==> src/rtl/nes_pkg.sv <==
// Shared constants and state encoding for the sprite-DMA bus arbiter.
package nes_pkg;

  localparam logic [15:0] SPRDMA_ADDR  = 16'h4014;
  localparam logic [15:0] OAMDATA_ADDR = 16'h2004;

  typedef enum logic [1:0] {
    IDLE  = 2'd0,
    HALT  = 2'd1,
    READ  = 2'd2,
    WRITE = 2'd3
  } dma_state_e;

endpackage

==> src/rtl/bus_cyc_timer.sv <==
// Loadable down-counter timing one bus segment (HALT, READ or WRITE).
// o_tc is high while the count sits at zero, i.e. on the last clock of a segment.
module bus_cyc_timer #(
  parameter int W = 4
) (
  input  logic         clk,
  input  logic         rst,
  input  logic         i_en,
  input  logic         i_load,
  input  logic [W-1:0] i_load_val,
  output logic         o_tc
);

  logic [W-1:0] r_cnt;

  // Count down while enabled; a load restarts the segment at its terminal value.
  always_ff @(posedge clk) begin
    // NOTE: non-blocking assignments for every register so all flops update from the same pre-edge values.
    if (rst) begin
      r_cnt <= '0;
    end else if (i_load) begin
      r_cnt <= i_load_val;
    end else if (i_en && (r_cnt != '0)) begin
      r_cnt <= r_cnt - 1'b1;
    end
  end

  assign o_tc = (r_cnt == '0);

endmodule

==> src/rtl/sprdma_arb.sv <==
// Bus arbiter and sprite-DMA sequencer: passes CPU cycles through, and on a
// CPU write to $4014 stalls the CPU and copies page $NN00-$NNFF to $2004.
module sprdma_arb
  import nes_pkg::*;
#(
  parameter int CYC_CLKS  = 4,
  parameter int HALT_CLKS = 2
) (
  input  logic        clk,
  input  logic        rst,
  input  logic        ready_in,
  input  logic [15:0] cpu_a,
  input  logic        cpu_r_nw,
  input  logic [7:0]  cpu_dout,
  output logic        cpu_ready,
  input  logic [7:0]  bus_din,
  output logic [15:0] bus_a,
  output logic        bus_r_nw,
  output logic [7:0]  bus_dout,
  output logic        dma_active
);

  localparam logic [3:0] CYC_TC  = 4'(CYC_CLKS - 1);
  localparam logic [3:0] HALT_TC = 4'(HALT_CLKS - 1);

  dma_state_e  r_state, w_next_state;
  logic [7:0]  r_cnt;
  logic [7:0]  r_page;
  logic [7:0]  r_data;
  logic        r_q_hit;

  logic        w_hit, w_start, w_tc, w_seg_end;
  logic        w_load;
  logic [3:0]  w_load_val;

  assign w_hit     = (cpu_a == SPRDMA_ADDR) && !cpu_r_nw;
  assign w_start   = w_hit && !r_q_hit;
  assign w_seg_end = w_tc && ready_in;

  bus_cyc_timer #(.W(4)) u_timer (
    .clk        (clk),
    .rst        (rst),
    .i_en       (ready_in),
    .i_load     (w_load),
    .i_load_val (w_load_val),
    .o_tc       (w_tc)
  );

  // Next-state and segment-timer reload decisions.
  always_comb begin
    // NOTE: every always_comb output gets a default first so no path leaves it unassigned (no latch).
    w_next_state = r_state;
    w_load       = 1'b0;
    w_load_val   = CYC_TC;
    case (r_state)
      IDLE: if (w_start && ready_in) begin
        w_next_state = HALT;
        w_load       = 1'b1;
        w_load_val   = HALT_TC;
      end
      HALT: if (w_seg_end) begin
        w_next_state = READ;
        w_load       = 1'b1;
      end
      READ: if (w_seg_end) begin
        w_next_state = WRITE;
        w_load       = 1'b1;
      end
      WRITE: if (w_seg_end) begin
        if (r_cnt == 8'hFF) begin
          w_next_state = IDLE;
        end else begin
          w_next_state = READ;
          w_load       = 1'b1;
        end
      end
      default: w_next_state = IDLE;
    endcase
  end

  // State register.
  always_ff @(posedge clk) begin
    if (rst) r_state <= IDLE;
    else     r_state <= w_next_state;
  end

  // Start edge detector and page latch; evaluated even while ready_in is low.
  always_ff @(posedge clk) begin
    if (rst) begin
      r_q_hit <= 1'b0;
      r_page  <= 8'h00;
    end else begin
      r_q_hit <= w_hit;
      if ((r_state == IDLE) && w_start) r_page <= cpu_dout;
    end
  end

  // Byte counter and data latch, advanced only on the last clock of a segment.
  always_ff @(posedge clk) begin
    if (rst) begin
      r_cnt  <= 8'h00;
      r_data <= 8'h00;
    end else begin
      if ((r_state == READ) && w_seg_end)  r_data <= bus_din;
      if ((r_state == WRITE) && w_seg_end) r_cnt  <= r_cnt + 8'd1;
    end
  end

  // Bus mux: CPU passthrough unless the DMA is in a READ or WRITE cycle.
  always_comb begin
    bus_a    = cpu_a;
    bus_r_nw = cpu_r_nw;
    bus_dout = cpu_dout;
    case (r_state)
      READ: begin
        bus_a    = {r_page, r_cnt};
        bus_r_nw = 1'b1;
        bus_dout = r_data;
      end
      WRITE: begin
        bus_a    = OAMDATA_ADDR;
        bus_r_nw = 1'b0;
        bus_dout = r_data;
      end
      default: ;
    endcase
  end

  assign cpu_ready  = ready_in && (r_state == IDLE);
  assign dma_active = (r_state != IDLE);

endmodule

==> config.mk <==
export PLATFORM = sky130hd
export DESIGN_NAME = sprdma_arb
export DESIGN_NICKNAME = d
export VERILOG_FILES = /design/src/rtl/nes_pkg.sv /design/src/rtl/bus_cyc_timer.sv /design/src/rtl/sprdma_arb.sv
export SDC_FILE = /design/constraint.sdc
export NUM_CORES = 1
export LEC_CHECK = 0
export CORE_MARGIN = 1.5
export CORE_UTILIZATION = 49
export DETAILED_ROUTE_END_ITERATION = 8
export PLACE_DENSITY = 0.86
export SLEW_MARGIN = 30
export SYNTH_ARGS = -nofsm -noshare
export SYNTH_HDL_FRONTEND = slang
export SYNTH_SLANG_ARGS = --single-unit
export TNS_END_PERCENT = 50
==> constraint.sdc <==
create_clock -name clk -period 3.7 [get_ports clk]
set_input_delay 0.555 -clock clk [delete_from_list [all_inputs] [get_ports clk]]
set_output_delay 0.555 -clock clk [all_outputs]
set_load 0.03 [all_outputs]
==> results of run 1 <==
==> sequential cells by signal, indices dropped and copies added (netlist names) <==
register       flops
r_data             8
u_timer.r_cnt      4
r_page             8
r_q_hit            1
r_cnt              8
r_state            2
==> worst max-delay path, stage by stage (launching register included) <==
cell and delay, ps:
dfxtp_1 360, inv_1 120, ha_1 230, buf_4 210, nor2_1 110, buf_4 210, mux2_2 350, clkdlybuf4s50_1 600
==> metrics by stage <==
stage | cell area [um^2] | utilization | worst slack (ps) | total power [mW] | hold slack (ps)
2_1_floorplan | 1820 | - | 1360 | 0.587 | 434
4_1_cts | 2590 | 0.753 | 643 | 1.01 | 456
6_report | 2590 | 0.753 | 651 | 1.02 | 455
3_5_place_dp | 2490 | 0.724 | 788 | 0.721 | 448
3_3_place_gp | 2490 | 0.724 | 848 | 0.711 | 440
5_1_grt | 2590 | 0.753 | 516 | 1.07 | 478
==> layer usage <==
metal  vias up  share of wire  wire length, um  global-route usage
li1        924              -                -                   -
met1       844           0.44             2240               0.342
met2        62           0.48             2470               0.427
met3         5          0.066              339              0.0757
met4         0          0.014               73              0.0951
met5         -              0                0                   0
==> power groups by stage <==
stage / Sequential (mW) / Combinational (mW) / Clock [mW]
final: 0.369 / 0.348 / 0.299
after global routing: 0.372 / 0.381 / 0.319
after CTS: 0.369 / 0.346 / 0.298
after detailed placement: 0.377 / 0.344 / 0
after global placement: 0.376 / 0.335 / 0
after floorplan: 0.372 / 0.215 / 0
==> logic make-up (layout without fill, tap and decap cells) <==
family / count (synthesis) / in the layout
muxes: 19 / 19
adders and majority gates: 8 / 8
and+or+nand+nor: 101 / 101
AOI/OAI and AO/OA: 43 / 43
DFF: 31 / 31
buffers and inverters: 19 / 83
xor gates and xnor gates: 7 / 7
==> worst max path at each step <==
stage | endpoint | depth (start not counted)
2_1_floorplan | r_state[1]$_SDFFE_PP0P_ | 5
3_3_place_gp | r_page[4]$_SDFFE_PP0P_ | 6
3_5_place_dp | r_page[7]$_SDFFE_PP0P_ | 6
4_1_cts | bus_dout[2] | 7
5_1_grt | bus_dout[2] | 7
6_report | bus_dout[2] | 7
==> layout by cell type (no fill, tap or decap), types with 8 or more instances in the layout <==
cell type / count
nand3_1: 11
nand2_1: 38
clkdlybuf4s50_1: 62
dfxtp_1: 31
ha_1: 8
a21oi_1: 13
nor2_1: 24
mux2_2: 8
inv_1: 8
o21ai_0: 17
mux2i_1: 11
==> cell type report <==
| cell class | instances | area, um^2 | area share |
|---|---|---|---|
| clock buffers | 8 | 100 | 0.0386 |
| well taps | 46 | 57.6 | 0.0222 |
| inverters | 8 | 30.0 | 0.0116 |
| flip-flops and latches | 31 | 621 | 0.239 |
| repair buffers | 67 | 658 | 0.254 |
| multi-input cells | 178 | 1120 | 0.434 |
==> metrics.txt, run 1 <==
setup violators final 0; Finished Layout Cells 338; Synth Area in Simple Gates 0.276; core box area 3440 um^2; share of cells above drive strength 1 0.0856; Pint between 0.6 and 0.7 mW; num rows 21; share of flip-flops with an asynchronous set or reset 0; Clock power frac 0.294; drt first pass iters 4; Worst slew margin 0.490; post-DP HPWL 3840 um; final hold violation count 0; largest net degree at the start of global routing 22; Cells after DPL 330; Tcrit/Tclk final 0.824; hold path depth 2; remaining global-route overflow 0; Hold Buf Count CTS 0; Clock Tree Root clkbuf_8; CTS Buf Count 5; syn nets about 270; Max Root-Sink Buffers 2; Power Dens Cells 392 nW/um^2; FILL cells about 270; Peak Freq around 330 MHz; Final Max Slew Viols 0; Crit Path Class flip-flop to output port; post-synth top area cell dfxtp_1; clk sinks 31; Worst Reg-to-Reg Cells 6; skew final roughly 4.2 ps; Initial Util 0.528; Post-Synth XOR/XNOR Area 0.0337; Hold Path Sink r_data[6]$_SDFFE_PP0P_; Slew @ Worst Pin between 700 and 800 ps; GPL Wtd Cong approximately 0.75; Ys Warns 0; Synth area leaders dfxtp_1, nand2_1, mux2i_1; HP Start r_data[6]$_SDFFE_PP0P_; post_cts resized 0; RSZ-0062 raised after global routing no; Sw Share 0.329; Worst EP arrival between 2000 and 2500 ps; mux cell area share after synthesis 0.110; Distinct cells, synth 41; maximum vdd drop around 0.22 mV; Yosys top cell area share 0.342; Crit. Startpoint r_state[0]$_SDFFE_PP0P_; Main synth FF type dfxtp_1; flop-to-flop setup slack between 1000 and 1500 ps; Post-synth top cells nand2_1, dfxtp_1, nor2_1, o21ai_0, a21oi_1; Cell Area, Synth between 1500 and 2000 um^2; register bit count reported by yosys 31; Area growth syn-to-layout 42.6%; via count between 1.5k and 2k; Max Cap Viol 0; total negative slack 0 ps; Tmin final approximately 3000 ps; EDFF count, synth 0; cell with the most instances after synthesis nand2_1; initial antenna violation count 0; vias per cell 5.43; ANT nets after route 0; static leakage roughly 0.97 nW; Net Sw Power roughly 0.33 mW; Tot GR Track Use 0.267; outcome finished, final reports clean; syn avg cell area between 7 and 8 um^2; htree depth 2; NumNets Final about 340; Synth Area in Compound Gates 0.144; crit-path max FO 21; WL/cell between 15 and 20 um; Die X ~64 um; Die Height 63.9 um; WL final between 5000 and 6000 um; gate count after technology mapping ~230; Starting DRT DRC Count 100; # IOs 63; CP Launch Type flip-flop; worst r2r dst r_cnt[5]$_SDFFE_PP0P_; vias in the first global route between 1.5k and 2k; Data required, critical path between 3000 and 4000 ps; Post-CTS Setup Bufs 0; adder-cell area share of the yosys netlist 0.0551; Reg2Reg Launch Point r_state[1]$_SDFFE_PP0P_; crit end category output port; CTS tree yes; Comb power frac 0.343; main combinational cell family by area after synthesis simple AND/OR/NAND/NOR gates; Antenna diodes 0; sequential area share after synthesis 0.342; DRC violations left 0; first-pass GRT wire length between 8000 and 9000 um; later-pin clock latency in the skew report ~290 ps; register share of total power 0.363; Clock transition at path regs about 70 ps; die area around 4000 um^2; IO buf count between 60 and 70; Hold Crit Class flip-flop to flip-flop
Note: power is estimated with default switching activity, not from simulation.
==> inputs of run 2 (changes only) <==
- CORE_UTILIZATION: 49 -> 45
- PLACE_DENSITY: 0.86 -> 0.8
- clock period: 3.7 -> 3.1 ns (I/O delays scaled with it)
==> metrics.txt, run 2 (synthesis results as in run 1) <==
outcome finished, final reports clean; crit-path max FO 16 (-24%); NumNets Final 338 (+0.90%); Die X 66.5 um (+4.1%); Slew @ Worst Pin 549 ps (-209 ps); CP Launch Type flip-flop; maximum vdd drop 0.442 mV (+100%); Max Cap Viol 0 (unchanged); post-layout power 1.26 mW (+24%); share of cells above drive strength 1 0.125 (+0.0398); Clock Tree Root clkbuf_8; GPL Wtd Cong 0.773 (+3.1%); setup violators final 0 (unchanged); most frequent cells in the layout clkdlybuf4s50_1, nand2_1, dfxtp_1, nor2_1, o21ai_0; Hold Crit Class flip-flop to flip-flop; Tot GR Track Use 0.239 (-0.0281); Max Root-Sink Buffers 2 (unchanged); core box area 3770 um^2 (+9.6%); FILL cells 310 (+14%); Die Height 66.5 um (+4.1%); Starting DRT DRC Count 158 (+58%); initial antenna violation count 0 (unchanged); Tcrit/Tclk final 0.896; clk sinks 31 (unchanged); vias per cell 5.45 (+0.31%); crit end category output port; Initial Util 0.482 (-0.0461); largest net degree at the start of global routing 23 (+4.5%); commonest non-fill, non-tap cell in the layout clkdlybuf4s50_1; Tmin final 2780 ps; static leakage 1.01 nW (+3.4%); post-route cell area 2610 um^2 (+0.87%); via count 1868 (+1.8%); Clock transition at path regs 70 ps (about the same); biggest regs r_cnt x8, r_data x8, r_page x8; Worst EP arrival 2310 ps (-180 ps); first-pass GRT wire length 8050 um (-5.0%); CTS tree yes; ANT nets after route 0 (unchanged); RSZ-0062 raised after global routing no; vias in the first global route 1727 (-4.0%); final hold violation count 0 (unchanged); crit-path cells ha_1 -> inv_1 -> nand2_1 -> o21ai_0 -> clkdlybuf4s50_1; Hold Buf Count CTS 0 (unchanged); hold path depth 2 (unchanged); skew final 10.9 ps (+6.68 ps); DRC violations left 0 (unchanged); critical path's slowest cell clkdlybuf4s50_1; post_cts resized 0 (unchanged); DP Area 2500 um^2 (+0.20%); drt first pass iters 4 (unchanged); die area 4430 um^2 (+8.5%); CTS Buf Count 5 (unchanged); total negative slack 0 ps (unchanged); CP peak stage delay 710 ps (+110 ps); num rows 22 (+4.8%); WL/cell 14.2 um (-6.2%); post-DP HPWL 3660 um (-4.8%); later-pin clock latency in the skew report 290 ps (about the same); Data required, critical path 2630 ps (-510 ps); htree depth 2 (unchanged); Power Dens Cells 483 nW/um^2 (+23%); IO buf count 62 (unchanged); # IOs 63 (unchanged); Peak Freq 360 MHz; Antenna diodes 0 (unchanged); Crit Path Class flip-flop to output port; Post-CTS Setup Bufs 0 (unchanged); Worst slew margin 0.633 (+0.142); WL final 4870 um (-4.8%); Final Max Slew Viols 0 (unchanged); remaining global-route overflow 0 (unchanged); Worst Reg-to-Reg Cells 7 (+1); Area growth syn-to-layout 43.9%
[run 2: changes by cell type in the layout (fill, tap and decap cells not counted)]
cell	change
clkbuf_1	-1
clkbuf_8	-1
clkinv_2	+1
bufinv_16	+1
buf_4	+11
clkdlybuf4s50_1	-8
[run 2: final timing paths]
kind                                               from  slack (ps)                      to
worst max-delay path            r_state[1]$_SDFFE_PP0P_         320               bus_a[15]
worst min-delay path             r_data[5]$_SDFFE_PP0P_         460  r_data[5]$_SDFFE_PP0P_
worst max register to register  r_state[1]$_SDFFE_PP0P_        1010   r_cnt[5]$_SDFFE_PP0P_
worst min register to register   r_data[5]$_SDFFE_PP0P_         460  r_data[5]$_SDFFE_PP0P_
[run 2: cell type report]
cell class | count | area (um^2) | share of cell area
multi-input cells | 178 | 1120 | 0.430
repair buffers | 70 | 661 | 0.253
inverters | 8 | 30.0 | 0.0115
clock inverters | 2 | 35.0 | 0.0134
flip-flops and latches | 31 | 621 | 0.237
clock buffers | 6 | 82.6 | 0.0316
well taps | 48 | 60.1 | 0.0230
[run 2: power by group]
group / total [mW] / internal [mW] / switching [mW]
registers: 0.440 / 0.421 / 0.0186
logic: 0.406 / 0.187 / 0.218
clock network: 0.417 / 0.260 / 0.158
total: 1.26 / 0.868 / 0.394
[run 2: routing by layer]
layer,vias to the layer above,track usage,routed length (um)
met2,57,0.375,2180
met4,0,0.0765,55
met3,7,0.0625,302
met5,-,0,0
li1,933,-,-
met1,871,0.318,2340
[run 2: worst max-delay path, delay by kind of cell (launching register included)]
family,cells,cell delay (ps)
buffers and inverters,2,1100
DFF,1,360
adders and majority gates,1,250
AOI/OAI and AO/OA,1,210
and+or+nand+nor,1,100
[run 2: stage by stage]
step           worst slack (ps)  instances  utilization  hold WS, ps
2_1_floorplan               851        228            -          434
3_3_place_gp                324        335        0.662          440
3_5_place_dp                272        335        0.662          448
4_1_cts                     309        343        0.693          457
5_1_grt                     116        343        0.693          480
6_report                    321        343        0.693          457
==> inputs of run 3 (changes only) <==
- GPL_ROUTABILITY_DRIVEN: not set -> 0
==> results of run 3 <==
Final layout, timing and power as in run 2 (identical DEF).
